### src/rtl/mc_control.sv
// mc_control: multi-cycle control FSM for a small RV32 subset
// (R/I ALU ops, lw, sw, beq, jal), with a sticky illegal-opcode halt.
module mc_control (
  input  logic       clk,
  input  logic       rst,
  input  logic [6:0] opcode,
  input  logic [6:0] funct7,
  input  logic       mem_ready,
  input  logic       alu_zero,
  output logic       pc_we,
  output logic       ir_we,
  output logic       target_we,
  output logic       alu_op,
  output logic       alu_beq,
  output logic       alu_jal,
  output logic       alu_src1_sel,
  output logic [1:0] alu_src2_sel,
  output logic       pc_sel,
  output logic       reg_we,
  output logic [1:0] wb_sel,
  output logic       mem_re,
  output logic       mem_we,
  output logic       iord,
  output logic       illegal,
  output logic [3:0] state
);
  typedef enum logic [3:0] {
    IF = 4'd0, ID = 4'd1, EX_R = 4'd2, EX_I = 4'd3, EX_ADDR = 4'd4, MEM_RD = 4'd5,
    MEM_WR = 4'd6, WB_ALU = 4'd7, WB_MEM = 4'd8, EX_BEQ = 4'd9, EX_JAL = 4'd10, HALT = 4'd15
  } state_t;
  localparam logic [6:0] OP_R = 7'b0110011, OP_I = 7'b0010011, OP_LW = 7'b0000011;
  localparam logic [6:0] OP_SW = 7'b0100011, OP_BEQ = 7'b1100011, OP_JAL = 7'b1101111;
  state_t cur, nxt;
  logic r_ok;
  assign r_ok = opcode == OP_R && (funct7 == 7'b0000000 || funct7 == 7'b0100000);
  assign state = cur;
  always_ff @(posedge clk or posedge rst)
    if (rst) cur <= IF;
    else cur <= nxt;
  always_comb begin
    nxt = IF;
    pc_we = 1'b0;
    ir_we = 1'b0;
    target_we = 1'b0;
    alu_op = 1'b0;
    alu_beq = 1'b0;
    alu_jal = 1'b0;
    alu_src1_sel = 1'b0;
    alu_src2_sel = 2'b00;
    pc_sel = 1'b0;
    reg_we = 1'b0;
    wb_sel = 2'b00;
    mem_re = 1'b0;
    mem_we = 1'b0;
    iord = 1'b0;
    illegal = 1'b0;
    case (cur)
      IF: begin
        nxt = mem_ready ? ID : IF;
        mem_re = 1'b1;
        alu_src2_sel = 2'b10;
        ir_we = mem_ready;
        pc_we = mem_ready;
      end
      ID: begin
        nxt = r_ok ? EX_R : opcode == OP_I ? EX_I : (opcode == OP_LW || opcode == OP_SW) ? EX_ADDR :
              opcode == OP_BEQ ? EX_BEQ : opcode == OP_JAL ? EX_JAL : HALT;
        alu_src2_sel = 2'b01;
        target_we = 1'b1;
      end
      EX_R: begin
        nxt = WB_ALU;
        alu_src1_sel = 1'b1;
        alu_op = funct7[5];
      end
      EX_I: begin
        nxt = WB_ALU;
        alu_src1_sel = 1'b1;
        alu_src2_sel = 2'b01;
      end
      EX_ADDR: begin
        nxt = opcode == OP_LW ? MEM_RD : opcode == OP_SW ? MEM_WR : IF;
        alu_src1_sel = 1'b1;
        alu_src2_sel = 2'b01;
      end
      MEM_RD: begin
        nxt = mem_ready ? WB_MEM : MEM_RD;
        mem_re = 1'b1;
        iord = 1'b1;
      end
      MEM_WR: begin
        nxt = mem_ready ? IF : MEM_WR;
        mem_we = 1'b1;
        iord = 1'b1;
      end
      WB_ALU: reg_we = 1'b1;
      WB_MEM: begin
        reg_we = 1'b1;
        wb_sel = 2'b01;
      end
      EX_BEQ: begin
        alu_src1_sel = 1'b1;
        alu_op = 1'b1;
        alu_beq = 1'b1;
        pc_sel = 1'b1;
        pc_we = alu_zero;
      end
      EX_JAL: begin
        alu_jal = 1'b1;
        pc_sel = 1'b1;
        pc_we = 1'b1;
        reg_we = 1'b1;
        wb_sel = 2'b10;
      end
      HALT: begin
        nxt = HALT;
        illegal = 1'b1;
      end
      default: nxt = IF;
    endcase
    // Reset already holds cur at IF; this also silences IF's fetch strobes while rst is high.
    if (rst) begin
      pc_we = 1'b0;
      ir_we = 1'b0;
      mem_re = 1'b0;
      alu_src2_sel = 2'b00;
    end
  end
endmodule

### config.mk
export PLATFORM = sky130hd
export DESIGN_NAME = mc_control
export DESIGN_NICKNAME = d
export VERILOG_FILES = /design/src/rtl/mc_control.sv
export SDC_FILE = /design/constraint.sdc
export NUM_CORES = 1
export LEC_CHECK = 0
export ABC_AREA = 1
export ABC_CLOCK_PERIOD_IN_PS = 1760
export BUFFER_PORTS_ARGS = -buffer_cell sky130_fd_sc_hd__buf_2
export CAP_MARGIN = 10
export CORE_MARGIN = 2
export CORE_UTILIZATION = 25
export DETAILED_ROUTE_END_ITERATION = 7
export GPL_TIMING_DRIVEN = 0
export SLEW_MARGIN = 15
export SYNTH_ARGS = -nofsm -noshare
export SYNTH_HDL_FRONTEND = slang
export SYNTH_SLANG_ARGS = --single-unit
### constraint.sdc
create_clock -name clk -period 1.76 [get_ports clk]
set_clock_uncertainty 0.2 [all_clocks]
set_input_delay 0.088 -clock clk [delete_from_list [all_inputs] [get_ports clk]]
set_output_delay 0.088 -clock clk [all_outputs]
set_load 0.1 [all_outputs]
==> results of run 1 <==
## power breakdown
| part | total [mW] | switching (mW) | internal [mW] | leakage, nW |
|---|---|---|---|---|
| clock network | 0.117 | 0.0410 | 0.0765 | 0.0138 |
| logic | 0.0494 | 0.0267 | 0.0227 | 0.586 |
| registers | 0.0924 | 0 | 0.0924 | 0.0358 |
| total | 0.259 | 0.0677 | 0.192 | 0.636 |
## layout make-up
cell class / instances / area, sq um / area share (%)
flip-flops and latches: 4 / 115.1 / 8.106
plain buffers: 1 / 20.02 / 1.410
multi-input cells: 79 / 593.1 / 41.76
clock buffers: 3 / 22.52 / 1.586
inverters: 20 / 97.59 / 6.872
repair buffers: 57 / 536.8 / 37.80
well taps: 28 / 35.03 / 2.467
## routing by layer
layer	vias to the layer above	global-route usage (%)	routed length, um	share of wire, %
li1	444	-	-	-
met1	403	17.06	897	38
met2	32	29.84	1274	55
met3	4	2.825	116	5.0
met4	0	8.120	45	1.9
met5	-	0	0	0
## worst paths after layout
| path | start | end | slack, ns |
|---|---|---|---|
| setup / recovery | state[2] | alu_op | -0.09 |
| hold / removal | opcode[6] | state[3] | 0.07 |
| setup reg to reg | state[2] | state[2] | 0 |
| hold reg to reg | state[3] | state[1] | 0.66 |
| max in group asynchronous | rst | state[3] | 0.98 |
| min in group asynchronous | rst | state[1] | 0.21 |
## kinds of logic (layout without fill, tap and decap cells)
family | after synthesis | count (layout)
AOI/OAI and AO/OA | 11 | 11
buffers and inverters | 21 | 81
DFF | 4 | 4
and+or+nand+nor | 68 | 68
## worst max-delay path, delay by kind of cell, from the launching register on
family	cells	cell delay [ns]
AO/OA/AOI/OAI	1	0.16
buffers and inverters	2	0.35
flip-flops	1	0.50
AND/OR/NAND/NOR	2	0.31
## cell usage after synthesis, types with 2 or more instances
master	n
sky130_fd_sc_hd__inv_2	6
sky130_fd_sc_hd__nand2_1	25
sky130_fd_sc_hd__o22ai_1	2
sky130_fd_sc_hd__nand3_1	6
sky130_fd_sc_hd__nor2_4	7
sky130_fd_sc_hd__nor2_1	19
sky130_fd_sc_hd__a21oi_1	5
sky130_fd_sc_hd__o21ai_0	3
sky130_fd_sc_hd__dfrtp_1	4
sky130_fd_sc_hd__nand4_1	3
sky130_fd_sc_hd__nand2_2	2
sky130_fd_sc_hd__inv_1	13
## repair_timing
item	CTS	global route
buffers inserted	10	7
gates resized for setup	45	16
hold buffers	2	0
hold endpoints to repair	5	0
endpoints found under the setup margin	17	11
pin swaps	11	6
## metrics by stage
step	hold WS (ns)	setup TNS, ns
2_1_floorplan	-0.3458	-2.421
3_3_place_gp	-0.09668	-0.2341
3_5_place_dp	-0.09456	-0.2518
4_1_cts	0.06332	-0.2939
5_1_grt	0.1016	-1.086
6_report	0.06678	-0.4167
==> flow_results.xml, run 1 <==
<?xml version="1.0" encoding="UTF-8"?>
<metrics>
  <group name="status">
    <metric name="status" unit="">finished with violations</metric>
    <metric name="failed_checks" unit="">setup timing</metric>
  </group>
  <group name="drt">
    <metric name="dr.first_iter.drc_count" unit="">16</metric>
    <metric name="drt-vias-per-instance" unit="">4.599</metric>
    <metric name="detailed_route_via_count" unit="">883</metric>
    <metric name="detail_route.drc_violations" unit="">0</metric>
    <metric name="wire_per_inst" unit="um">12.16</metric>
    <metric name="wl" unit="um">2334</metric>
    <metric name="drtAntennaViolNets" unit="">0</metric>
    <metric name="drtPass1Iterations" unit="">4</metric>
  </group>
  <group name="synthesis">
    <metric name="synth_sequential_area_ratio" unit="%">16.43</metric>
    <metric name="postSynthNetCount" unit="">122</metric>
    <metric name="postSynth.asyncResetShare" unit="%">100.0</metric>
    <metric name="netlist.top_cell.by_area" unit="">sky130_fd_sc_hd__dfrtp_1</metric>
    <metric name="synthMuxAreaShare" unit="%">0</metric>
    <metric name="yosys.area_share.xor_xnor" unit="%">0</metric>
    <metric name="postSynthRegisterBits" unit="">4</metric>
    <metric name="yosys.area_share.adder" unit="%">0</metric>
    <metric name="synth-edff-count" unit="">0</metric>
    <metric name="yosys_most_used_dff" unit="">sky130_fd_sc_hd__dfrtp_1</metric>
    <metric name="netlist.area_leader.share" unit="%">16.43</metric>
    <metric name="synth_area" unit="sq um">609.3</metric>
    <metric name="yosys.area_share.simple" unit="%">59.75</metric>
    <metric name="post_synth.cell_area_avg" unit="sq um">5.859</metric>
    <metric name="cell_types_with_the_largest_area_share_after_synthesis" unit="">sky130_fd_sc_hd__dfrtp_1 16%, sky130_fd_sc_hd__nand2_1 15%, sky130_fd_sc_hd__nor2_4 13%</metric>
    <metric name="netlist-cell-type-count" unit="">21</metric>
    <metric name="synth_top_family_by_area" unit="">simple AND/OR/NAND/NOR gates</metric>
    <metric name="total_number_of_yosys_warnings" unit="">0</metric>
    <metric name="synth-compound-area-share" unit="%">9.446</metric>
    <metric name="netlist_instances" unit="">104</metric>
  </group>
  <group name="grt">
    <metric name="grt_first_pass_wirelength" unit="um">3374</metric>
    <metric name="antenna_found_initial" unit="">0</metric>
    <metric name="gr-usage-all-layers" unit="%">16.10</metric>
    <metric name="grt_max_degree" unit="">7</metric>
    <metric name="global_route.overflow_total" unit="">0</metric>
    <metric name="first_global_vias" unit="">817</metric>
  </group>
  <group name="setup_path">
    <metric name="rr_worst_depth" unit="">8</metric>
    <metric name="critPathMaxFanout" unit="">5</metric>
    <metric name="arrival" unit="ns">1.56</metric>
    <metric name="cp_data_required_time" unit="ns">1.47</metric>
    <metric name="path_class" unit="">flip-flop to output port</metric>
    <metric name="critical_path.cell_chain" unit="">nor2_4 &gt; buf_4 &gt; nand2_1 &gt; o21ai_2 &gt; buf_12</metric>
    <metric name="crit_path_top_delay_cell" unit="">sky130_fd_sc_hd__dfrtp_4</metric>
    <metric name="max_stage_delay" unit="ns">0.50</metric>
    <metric name="timing.critical_path.from_type" unit="">flip-flop</metric>
    <metric name="critical_path.endpoint_type" unit="">output port</metric>
  </group>
  <group name="sta">
    <metric name="final.period_utilization" unit="%">105.1</metric>
    <metric name="max_slew_margin" unit="%">67.76</metric>
    <metric name="setup_repair_after_global_routing_missed_its_margin" unit="">yes</metric>
    <metric name="setup_viol" unit="">6</metric>
    <metric name="timing.fmax" unit="GHz">0.5404</metric>
    <metric name="finalWorstSetupSlack" unit="ns">-0.09036</metric>
    <metric name="hold_viol_final" unit="">0</metric>
    <metric name="finalWorstPathRequiredPeriod" unit="ns">1.850</metric>
    <metric name="worstMarginPinSlew" unit="ns">0.4869</metric>
    <metric name="timing_max_transition_violations_final" unit="">0</metric>
  </group>
  <group name="clock_tree">
    <metric name="insertion_delay" unit="ns">0.24</metric>
    <metric name="h-tree-depth" unit="">1</metric>
    <metric name="clockBufferDepth" unit="">2</metric>
    <metric name="clkSinkCount" unit="">4</metric>
    <metric name="cts-root-buf" unit="">sky130_fd_sc_hd__clkbuf_4</metric>
    <metric name="clkTransAtPathRegs" unit="ns">0.03</metric>
    <metric name="cts_inserted_buffers" unit="">3</metric>
    <metric name="cts_tree" unit="">built</metric>
  </group>
  <group name="finish">
    <metric name="layout_common_cells" unit="">22 x sky130_fd_sc_hd__nand2_1, 21 x sky130_fd_sc_hd__buf_2, 20 x sky130_fd_sc_hd__buf_4</metric>
    <metric name="antenna-diode-count" unit="">0</metric>
    <metric name="non_filler_cells_final" unit="">192</metric>
    <metric name="fin_area" unit="sq mm">0.001420</metric>
    <metric name="fin_util" unit="%">62.99</metric>
    <metric name="mostFrequentLayoutCell" unit="">sky130_fd_sc_hd__nand2_1</metric>
    <metric name="filler_cell_count" unit="">192</metric>
    <metric name="largest_register_ffs" unit="">4</metric>
    <metric name="drive_gt1_share" unit="%">63.41</metric>
    <metric name="area_growth_syn_to_layout" unit="%">133.1</metric>
    <metric name="fin_nets" unit="">184</metric>
  </group>
  <group name="floorplan">
    <metric name="initial_core_util" unit="%">27.03</metric>
    <metric name="rows" unit="">17</metric>
    <metric name="chipWidth" unit="um">53.37</metric>
    <metric name="die-height" unit="um">53.37</metric>
    <metric name="fp.coreArea" unit="sq mm">0.002255</metric>
    <metric name="num_io_pins" unit="">39</metric>
    <metric name="design.die.area" unit="sq mm">0.002848</metric>
  </group>
  <group name="placement">
    <metric name="placed_cell_area" unit="sq um">997.2</metric>
    <metric name="placed_cells_incl_taps" unit="">170</metric>
    <metric name="final_weighted_congestion_in_routability_driven_placement" unit="">0.7782</metric>
    <metric name="dp_hpwl" unit="um">1555</metric>
    <metric name="dpl_worst_slack" unit="ns">-0.2217</metric>
    <metric name="place.port_buffers" unit="">38</metric>
  </group>
  <group name="power">
    <metric name="p_per_area" unit="mW/mm^2">182.6</metric>
    <metric name="ir_worst_vdd" unit="mV">0.2132</metric>
    <metric name="post_layout_total_power" unit="uW">259.4</metric>
    <metric name="p_leak" unit="nW">0.6361</metric>
  </group>
  <group name="worst_hold_path">
    <metric name="worst_hold_path.num_cells" unit="">5</metric>
    <metric name="timing.hold.worst.class" unit="">input port to flip-flop</metric>
  </group>
  <group name="job">
    <metric name="max-cap-violations" unit="">0</metric>
  </group>
</metrics>
(Power assumes the default switching activity.)
==> inputs of run 2 (changes only) <==
--- a/config.mk
+++ b/config.mk
@@ -6,13 +6,15 @@
 export NUM_CORES = 1
 export LEC_CHECK = 0
 export ABC_AREA = 1
-export ABC_CLOCK_PERIOD_IN_PS = 1760
+export ABC_CLOCK_PERIOD_IN_PS = 1500
 export BUFFER_PORTS_ARGS = -buffer_cell sky130_fd_sc_hd__buf_2
-export CAP_MARGIN = 10
+export CELL_PAD_IN_SITES_DETAIL_PLACEMENT = 1
+export CELL_PAD_IN_SITES_GLOBAL_PLACEMENT = 1
 export CORE_MARGIN = 2
-export CORE_UTILIZATION = 25
+export CORE_UTILIZATION = 23
 export DETAILED_ROUTE_END_ITERATION = 7
 export GPL_TIMING_DRIVEN = 0
+export PLACE_DENSITY_LB_ADDON = 0.1
 export SLEW_MARGIN = 15
 export SYNTH_ARGS = -nofsm -noshare
 export SYNTH_HDL_FRONTEND = slang
==> constraint.sdc (replaced) <==
create_clock -name clk -period 1.5 [get_ports clk]
set_clock_uncertainty 0.2 [all_clocks]
set_input_delay 0.075 -clock clk [delete_from_list [all_inputs] [get_ports clk]]
set_output_delay 0.075 -clock clk [all_outputs]
set_load 0.1 [all_outputs]
==> run 2 against run 1 <==
  * The flow still finishes with violations (setup timing)
  * Critical path depth is 1 lower
  * Count of clock-buffer cells in the layout stayed put
  * Die area is 8.0% higher
  * Cell count is 6.3% higher
  * Register-to-register slack worse by 0.36 ns
  * Via count is 10% higher
  * Power is 20% higher
  * Sequential power is 17% higher
  * Combinational power is 26% higher
  * Non-clock buffer count is 10 higher
  * Worst setup slack worse by 0.30 ns
  * Critical endpoint is now mem_re
==> flow_results.xml, run 2 (synthesis gave the netlist of run 1 again) <==
<?xml version="1.0" encoding="UTF-8"?>
<metrics>
  <group name="status">
    <metric name="status" unit="">finished with violations</metric>
    <metric name="failed_checks" unit="">setup timing</metric>
  </group>
  <group name="floorplan">
    <metric name="fp.coreArea" unit="sq mm">0.002500</metric>
    <metric name="die-height" unit="um">55.47</metric>
    <metric name="chipWidth" unit="um">55.47</metric>
    <metric name="num_io_pins" unit="">39</metric>
    <metric name="rows" unit="">18</metric>
    <metric name="initial_core_util" unit="%">24.37</metric>
    <metric name="design.die.area" unit="sq mm">0.003077</metric>
  </group>
  <group name="grt">
    <metric name="first_global_vias" unit="">985</metric>
    <metric name="antenna_found_initial" unit="">0</metric>
    <metric name="grt_use_met3" unit="%">1.405</metric>
    <metric name="gr-usage-all-layers" unit="%">19.53</metric>
    <metric name="grt_first_pass_wirelength" unit="um">4740</metric>
    <metric name="grt_max_degree" unit="">7</metric>
    <metric name="grtUsageMet1" unit="%">23.69</metric>
    <metric name="global_route.overflow_total" unit="">0</metric>
    <metric name="grt.met2_usage" unit="%">36.05</metric>
    <metric name="busiest_layer" unit="">met2</metric>
  </group>
  <group name="clock_tree">
    <metric name="clkSinkCount" unit="">4</metric>
    <metric name="clkTransAtPathRegs" unit="ns">0.03</metric>
    <metric name="cts_tree" unit="">built</metric>
    <metric name="cts_inserted_buffers" unit="">3</metric>
    <metric name="cts-root-buf" unit="">sky130_fd_sc_hd__clkbuf_4</metric>
    <metric name="insertion_delay" unit="ns">0.25</metric>
    <metric name="h-tree-depth" unit="">1</metric>
    <metric name="clockBufferDepth" unit="">2</metric>
  </group>
  <group name="sta">
    <metric name="setup_viol" unit="">21</metric>
    <metric name="setup_repair_after_global_routing_missed_its_margin" unit="">yes</metric>
    <metric name="timing_max_transition_violations_final" unit="">0</metric>
    <metric name="finalWorstPathRequiredPeriod" unit="ns">1.893</metric>
    <metric name="worstMarginPinSlew" unit="ns">0.4976</metric>
    <metric name="final.period_utilization" unit="%">126.2</metric>
    <metric name="hold_viol_final" unit="">0</metric>
    <metric name="max_slew_margin" unit="%">67.06</metric>
    <metric name="timing.fmax" unit="GHz">0.5284</metric>
    <metric name="finalWorstSetupSlack" unit="ns">-0.3927</metric>
  </group>
  <group name="drt">
    <metric name="dr.first_iter.drc_count" unit="">18</metric>
    <metric name="detailed_route_via_count" unit="">975</metric>
    <metric name="detail_route.drc_violations" unit="">0</metric>
    <metric name="drt-vias-per-instance" unit="">4.779</metric>
    <metric name="drtAntennaViolNets" unit="">0</metric>
    <metric name="wl" unit="um">3585</metric>
    <metric name="drtPass1Iterations" unit="">4</metric>
    <metric name="wire_per_inst" unit="um">17.57</metric>
  </group>
  <group name="power">
    <metric name="p_per_area" unit="mW/mm^2">191.2</metric>
    <metric name="post_layout_total_power" unit="uW">312.4</metric>
    <metric name="ir_worst_vdd" unit="mV">0.3255</metric>
    <metric name="p_leak" unit="nW">0.7105</metric>
  </group>
  <group name="placement">
    <metric name="placed_cell_area" unit="sq um">999.7</metric>
    <metric name="final_weighted_congestion_in_routability_driven_placement" unit="">0.7597</metric>
    <metric name="placed_cells_incl_taps" unit="">172</metric>
    <metric name="place.port_buffers" unit="">38</metric>
    <metric name="dp_hpwl" unit="um">1830</metric>
  </group>
  <group name="finish">
    <metric name="largest_register_ffs" unit="">4</metric>
    <metric name="fin_area" unit="sq mm">0.001634</metric>
    <metric name="fin_nets" unit="">194</metric>
    <metric name="layout_common_cells" unit="">21 x sky130_fd_sc_hd__nand2_1, 21 x sky130_fd_sc_hd__buf_4, 18 x sky130_fd_sc_hd__buf_12, 18 x sky130_fd_sc_hd__buf_2, 14 x sky130_fd_sc_hd__nor2_4</metric>
    <metric name="antenna-diode-count" unit="">0</metric>
    <metric name="area_growth_syn_to_layout" unit="%">168.2</metric>
    <metric name="drive_gt1_share" unit="%">67.82</metric>
    <metric name="filler_cell_count" unit="">277</metric>
    <metric name="non_filler_cells_final" unit="">204</metric>
  </group>
  <group name="setup_path">
    <metric name="critPathMaxFanout" unit="">5</metric>
    <metric name="timing.critical_path.from_type" unit="">flip-flop</metric>
    <metric name="r2r_slack" unit="ns">-0.36</metric>
    <metric name="path_class" unit="">flip-flop to output port</metric>
    <metric name="arrival" unit="ns">1.62</metric>
    <metric name="critical_path.endpoint_type" unit="">output port</metric>
    <metric name="cp_data_required_time" unit="ns">1.22</metric>
  </group>
  <group name="job">
    <metric name="max-cap-violations" unit="">0</metric>
  </group>
  <group name="worst_hold_path">
    <metric name="timing.hold.worst.class" unit="">input port to flip-flop</metric>
  </group>
</metrics>
[run 2: cell types whose count changed in the layout (fill, tap and decap cells not counted), moves of 2 or more]
cell                     before  now
sky130_fd_sc_hd__buf_2       21   18
sky130_fd_sc_hd__buf_6        1    6
sky130_fd_sc_hd__nor2_1      13   11
sky130_fd_sc_hd__buf_12      12   18
sky130_fd_sc_hd__nor2_2       0    2
sky130_fd_sc_hd__inv_4        2    0
[run 2: path summary, 6_finish.rpt]
kind                           start       end  cells after the start
hold reg to reg             state[1]  state[3]                      5
max in group asynchronous        rst  state[2]                      3
setup reg to reg            state[1]  state[2]                     10
hold / removal             opcode[6]  state[2]                      5
min in group asynchronous        rst  state[1]                      3
setup / recovery            state[2]    mem_re                      4
[run 2: layer usage]
metal	up-vias	share of wire, %
met5	-	0
met4	0	1.4
met3	7	3.5
met2	41	53
met1	464	42
li1	463	-
[run 2: stage by stage]
stage	setup WS (ns)	hold WS [ns]	TNS, ns	utilization (%)
5_1_grt	-0.4661	0.1073	-7.353	65.37
4_1_cts	-0.3371	0.05728	-3.896	57.41
3_3_place_gp	-0.4767	-0.1044	-3.129	39.99
6_report	-0.3927	0.07655	-6.121	65.37
2_1_floorplan	-0.5503	-0.3588	-7.038	-
3_5_place_dp	-0.4833	-0.1009	-3.269	39.99
[run 2: report_power, final]
group	internal, mW	leakage, nW	switching, mW
registers	0.108	0.0358	0
clock network	0.0900	0.0138	0.0521
logic	0.0265	0.661	0.0354
[run 2: final cells by class]
type	count	area, sq um	area share (%)
Clock buffer	3	22.52	1.378
Buffer	1	20.02	1.225
Timing Repair Buffer	67	713.2	43.64
Sequential cell	4	115.1	7.044
Multi-Input combinational cell	79	615.6	37.67
Inverter	20	110.1	6.738
Tap cell	30	37.54	2.297
[run 2: critical path, cell delays in order, from the launching register on]
cell	delay, ns
sky130_fd_sc_hd__dfrtp_4	0.51
sky130_fd_sc_hd__nor2_4	0.25
sky130_fd_sc_hd__nand2_1	0.22
sky130_fd_sc_hd__a21oi_4	0.19
sky130_fd_sc_hd__buf_8	0.21
[run 2: what timing repair did]
item / CTS / global route
hold buffers: 2 / 0
endpoints found under the hold margin: 5 / 0
gates resized for setup: 79 / 16
buffers inserted: 12 / 15
endpoints found under the setup margin: 17 / 21
pin swaps: 15 / 16
==> inputs of run 3 (changes only) <==
--- a/config.mk
+++ b/config.mk
@@ -6,7 +6,7 @@
 export NUM_CORES = 1
 export LEC_CHECK = 0
 export ABC_AREA = 1
-export ABC_CLOCK_PERIOD_IN_PS = 1500
+export ABC_CLOCK_PERIOD_IN_PS = 1680
 export BUFFER_PORTS_ARGS = -buffer_cell sky130_fd_sc_hd__buf_2
 export CELL_PAD_IN_SITES_DETAIL_PLACEMENT = 1
 export CELL_PAD_IN_SITES_GLOBAL_PLACEMENT = 1
@@ -14,7 +14,9 @@
 export CORE_UTILIZATION = 23
 export DETAILED_ROUTE_END_ITERATION = 7
 export GPL_TIMING_DRIVEN = 0
+export MAX_ROUTING_LAYER = met4
 export PLACE_DENSITY_LB_ADDON = 0.1
+export SKIP_LAST_GASP = 1
 export SLEW_MARGIN = 15
 export SYNTH_ARGS = -nofsm -noshare
 export SYNTH_HDL_FRONTEND = slang
==> constraint.sdc (replaced) <==
create_clock -name clk -period 1.68 [get_ports clk]
set_clock_uncertainty 0.2 [all_clocks]
set_input_delay 0.084 -clock clk [delete_from_list [all_inputs] [get_ports clk]]
set_output_delay 0.084 -clock clk [all_outputs]
set_load 0.1 [all_outputs]
==> run 3 against run 2 <==
  * Die area is the same
  * Critical endpoint is now alu_src1_sel
  * Clock power hardly changed
  * Worst hold slack got worse by 0.031 ns
  * The flow still finishes with violations (setup timing)
  * Via count down 5.7%
  * Non-clock buffer count is 8 lower
  * Sequential share of layout area grew 0.32 points
  * Final area is 4.4% lower
  * First-iteration DRC count is 56% lower
  * Wire length fell by 4.9%
==> flow_results.xml, run 3 (synthesis gave the netlist of run 1 again) <==
<?xml version="1.0" encoding="UTF-8"?>
<metrics>
  <group name="setup_path">
    <metric name="critPathMaxFanout" unit="">5</metric>
    <metric name="timing.critical_path.from_type" unit="">flip-flop</metric>
    <metric name="critical_path.endpoint_type" unit="">output port</metric>
    <metric name="path_class" unit="">flip-flop to output port</metric>
    <metric name="arrival" unit="ns">1.63</metric>
    <metric name="cp_data_required_time" unit="ns">1.40</metric>
  </group>
  <group name="floorplan">
    <metric name="die-height" unit="um">55.47</metric>
    <metric name="design.die.area" unit="sq mm">0.003077</metric>
    <metric name="num_io_pins" unit="">39</metric>
    <metric name="rows" unit="">18</metric>
    <metric name="initial_core_util" unit="%">24.37</metric>
    <metric name="chipWidth" unit="um">55.47</metric>
    <metric name="fp.coreArea" unit="sq mm">0.002500</metric>
  </group>
  <group name="clock_tree">
    <metric name="clockBufferDepth" unit="">2</metric>
    <metric name="clkTransAtPathRegs" unit="ns">0.05</metric>
    <metric name="h-tree-depth" unit="">1</metric>
    <metric name="insertion_delay" unit="ns">0.26</metric>
    <metric name="clkSinkCount" unit="">4</metric>
    <metric name="cts-root-buf" unit="">sky130_fd_sc_hd__clkbuf_4</metric>
    <metric name="cts_inserted_buffers" unit="">3</metric>
    <metric name="cts_tree" unit="">built</metric>
  </group>
  <group name="drt">
    <metric name="drtAntennaViolNets" unit="">0</metric>
    <metric name="drt-vias-per-instance" unit="">4.689</metric>
    <metric name="drtPass1Iterations" unit="">4</metric>
    <metric name="dr.first_iter.drc_count" unit="">8</metric>
    <metric name="wire_per_inst" unit="um">17.40</metric>
    <metric name="wl" unit="um">3411</metric>
    <metric name="detailed_route_via_count" unit="">919</metric>
    <metric name="detail_route.drc_violations" unit="">0</metric>
  </group>
  <group name="finish">
    <metric name="fin_area" unit="sq mm">0.001563</metric>
    <metric name="filler_cell_count" unit="">277</metric>
    <metric name="layout.area.seq" unit="sq um">115.1</metric>
    <metric name="layout_common_cells" unit="">21 x sky130_fd_sc_hd__nand2_1, 21 x sky130_fd_sc_hd__buf_2, 18 x sky130_fd_sc_hd__buf_12</metric>
    <metric name="antenna-diode-count" unit="">0</metric>
    <metric name="drive_gt1_share" unit="%">64.46</metric>
    <metric name="largest_register_ffs" unit="">4</metric>
    <metric name="fin_nets" unit="">186</metric>
    <metric name="area_growth_syn_to_layout" unit="%">156.5</metric>
    <metric name="multiInputGateArea" unit="sq um">616.8</metric>
    <metric name="fin_util" unit="%">62.51</metric>
  </group>
  <group name="sta">
    <metric name="finalWorstSetupSlack" unit="ns">-0.2354</metric>
    <metric name="timing.fmax" unit="GHz">0.5221</metric>
    <metric name="max_slew_margin" unit="%">66.67</metric>
    <metric name="hold_viol_final" unit="">0</metric>
    <metric name="worstMarginPinSlew" unit="ns">0.5034</metric>
    <metric name="finalWorstPathRequiredPeriod" unit="ns">1.915</metric>
    <metric name="final.period_utilization" unit="%">114.0</metric>
    <metric name="whs" unit="ns">0.04559</metric>
    <metric name="setup_tns" unit="ns">-1.772</metric>
    <metric name="setup_viol" unit="">16</metric>
    <metric name="timing_max_transition_violations_final" unit="">0</metric>
    <metric name="setup_repair_after_global_routing_missed_its_margin" unit="">yes</metric>
  </group>
  <group name="job">
    <metric name="max-cap-violations" unit="">0</metric>
  </group>
  <group name="grt">
    <metric name="first_global_vias" unit="">975</metric>
    <metric name="grt_first_pass_wirelength" unit="um">4554</metric>
    <metric name="grt_max_degree" unit="">7</metric>
    <metric name="global_route.overflow_total" unit="">0</metric>
    <metric name="gr-usage-all-layers" unit="%">19.32</metric>
    <metric name="antenna_found_initial" unit="">0</metric>
  </group>
  <group name="placement">
    <metric name="placed_cell_area" unit="sq um">999.7</metric>
    <metric name="final_weighted_congestion_in_routability_driven_placement" unit="">0.7939</metric>
    <metric name="dp_hpwl" unit="um">1783</metric>
    <metric name="place.port_buffers" unit="">38</metric>
    <metric name="dpl_worst_slack" unit="ns">-0.3428</metric>
  </group>
  <group name="power">
    <metric name="p_per_area" unit="mW/mm^2">186.7</metric>
    <metric name="ir_worst_vdd" unit="mV">0.4151</metric>
    <metric name="p_leak" unit="nW">0.7005</metric>
  </group>
  <group name="status">
    <metric name="failed_checks" unit="">setup timing</metric>
    <metric name="status" unit="">finished with violations</metric>
  </group>
  <group name="worst_hold_path">
    <metric name="timing.hold.worst.class" unit="">input port to flip-flop</metric>
  </group>
</metrics>
[run 3: power by group]
group | internal [mW] | switching [mW]
Sequential | 0.0966 | 0
Combinational | 0.0237 | 0.0321
Clock | 0.0812 | 0.0582
[run 3: worst paths after layout]
kind	from	endpoint	slack [ns]	cells after the start
max	state[1]	alu_src1_sel	-0.24	7
min	opcode[6]	state[2]	0.05	5
max reg2reg	state[0]	state[0]	-0.06	9
min reg2reg	state[2]	state[1]	0.77	4
max in group asynchronous	rst	state[0]	0.83	3
min in group asynchronous	rst	state[2]	0.24	3
[run 3: layout make-up]
type / instances / share of cell area [%]
multi-input combinational: 79 / 39.47
sequential: 4 / 7.366
timing repair buffer: 59 / 41.15
tap: 30 / 2.402
clock buffer: 3 / 1.441
buffer: 1 / 1.281
inverter: 20 / 6.885
[run 3: stage by stage]
stage / cells / power (mW)
finish: 196 / 0.2918
global route: 196 / 0.3086
CTS: 190 / 0.2795
detailed placement: 172 / 0.1469
global placement: 172 / 0.1448
floorplan: 104 / 0.1152
[run 3: worst max-delay path, cell delays in order (launching register included)]
cell and delay (ns):
sky130_fd_sc_hd__dfrtp_4 0.52, sky130_fd_sc_hd__buf_4 0.18, sky130_fd_sc_hd__buf_4 0.13, sky130_fd_sc_hd__inv_2 0.06
sky130_fd_sc_hd__nor2_4 0.04, sky130_fd_sc_hd__nor2_1 0.12, sky130_fd_sc_hd__nand2_1 0.13, sky130_fd_sc_hd__buf_12 0.19
[run 3: repair_timing]
item                                    CTS  global route
endpoints found under the setup margin   17            19
hold endpoints to repair                  6             0
pin swaps                                12            12
hold buffers                              2             0
setup buffers                            13             6
resized for setup                        68            24
[run 3: metal layers]
layer | routed length, um | up-vias | part of all wire (%) | track usage (%)
li1 | - | 451 | - | -
met5 | 0 | - | 0 | -
met4 | 39 | 0 | 1.1 | 7.666
met1 | 1270 | 432 | 37 | 19.69
met3 | 93 | 4 | 2.7 | 1.405
met2 | 2008 | 32 | 59 | 37.59
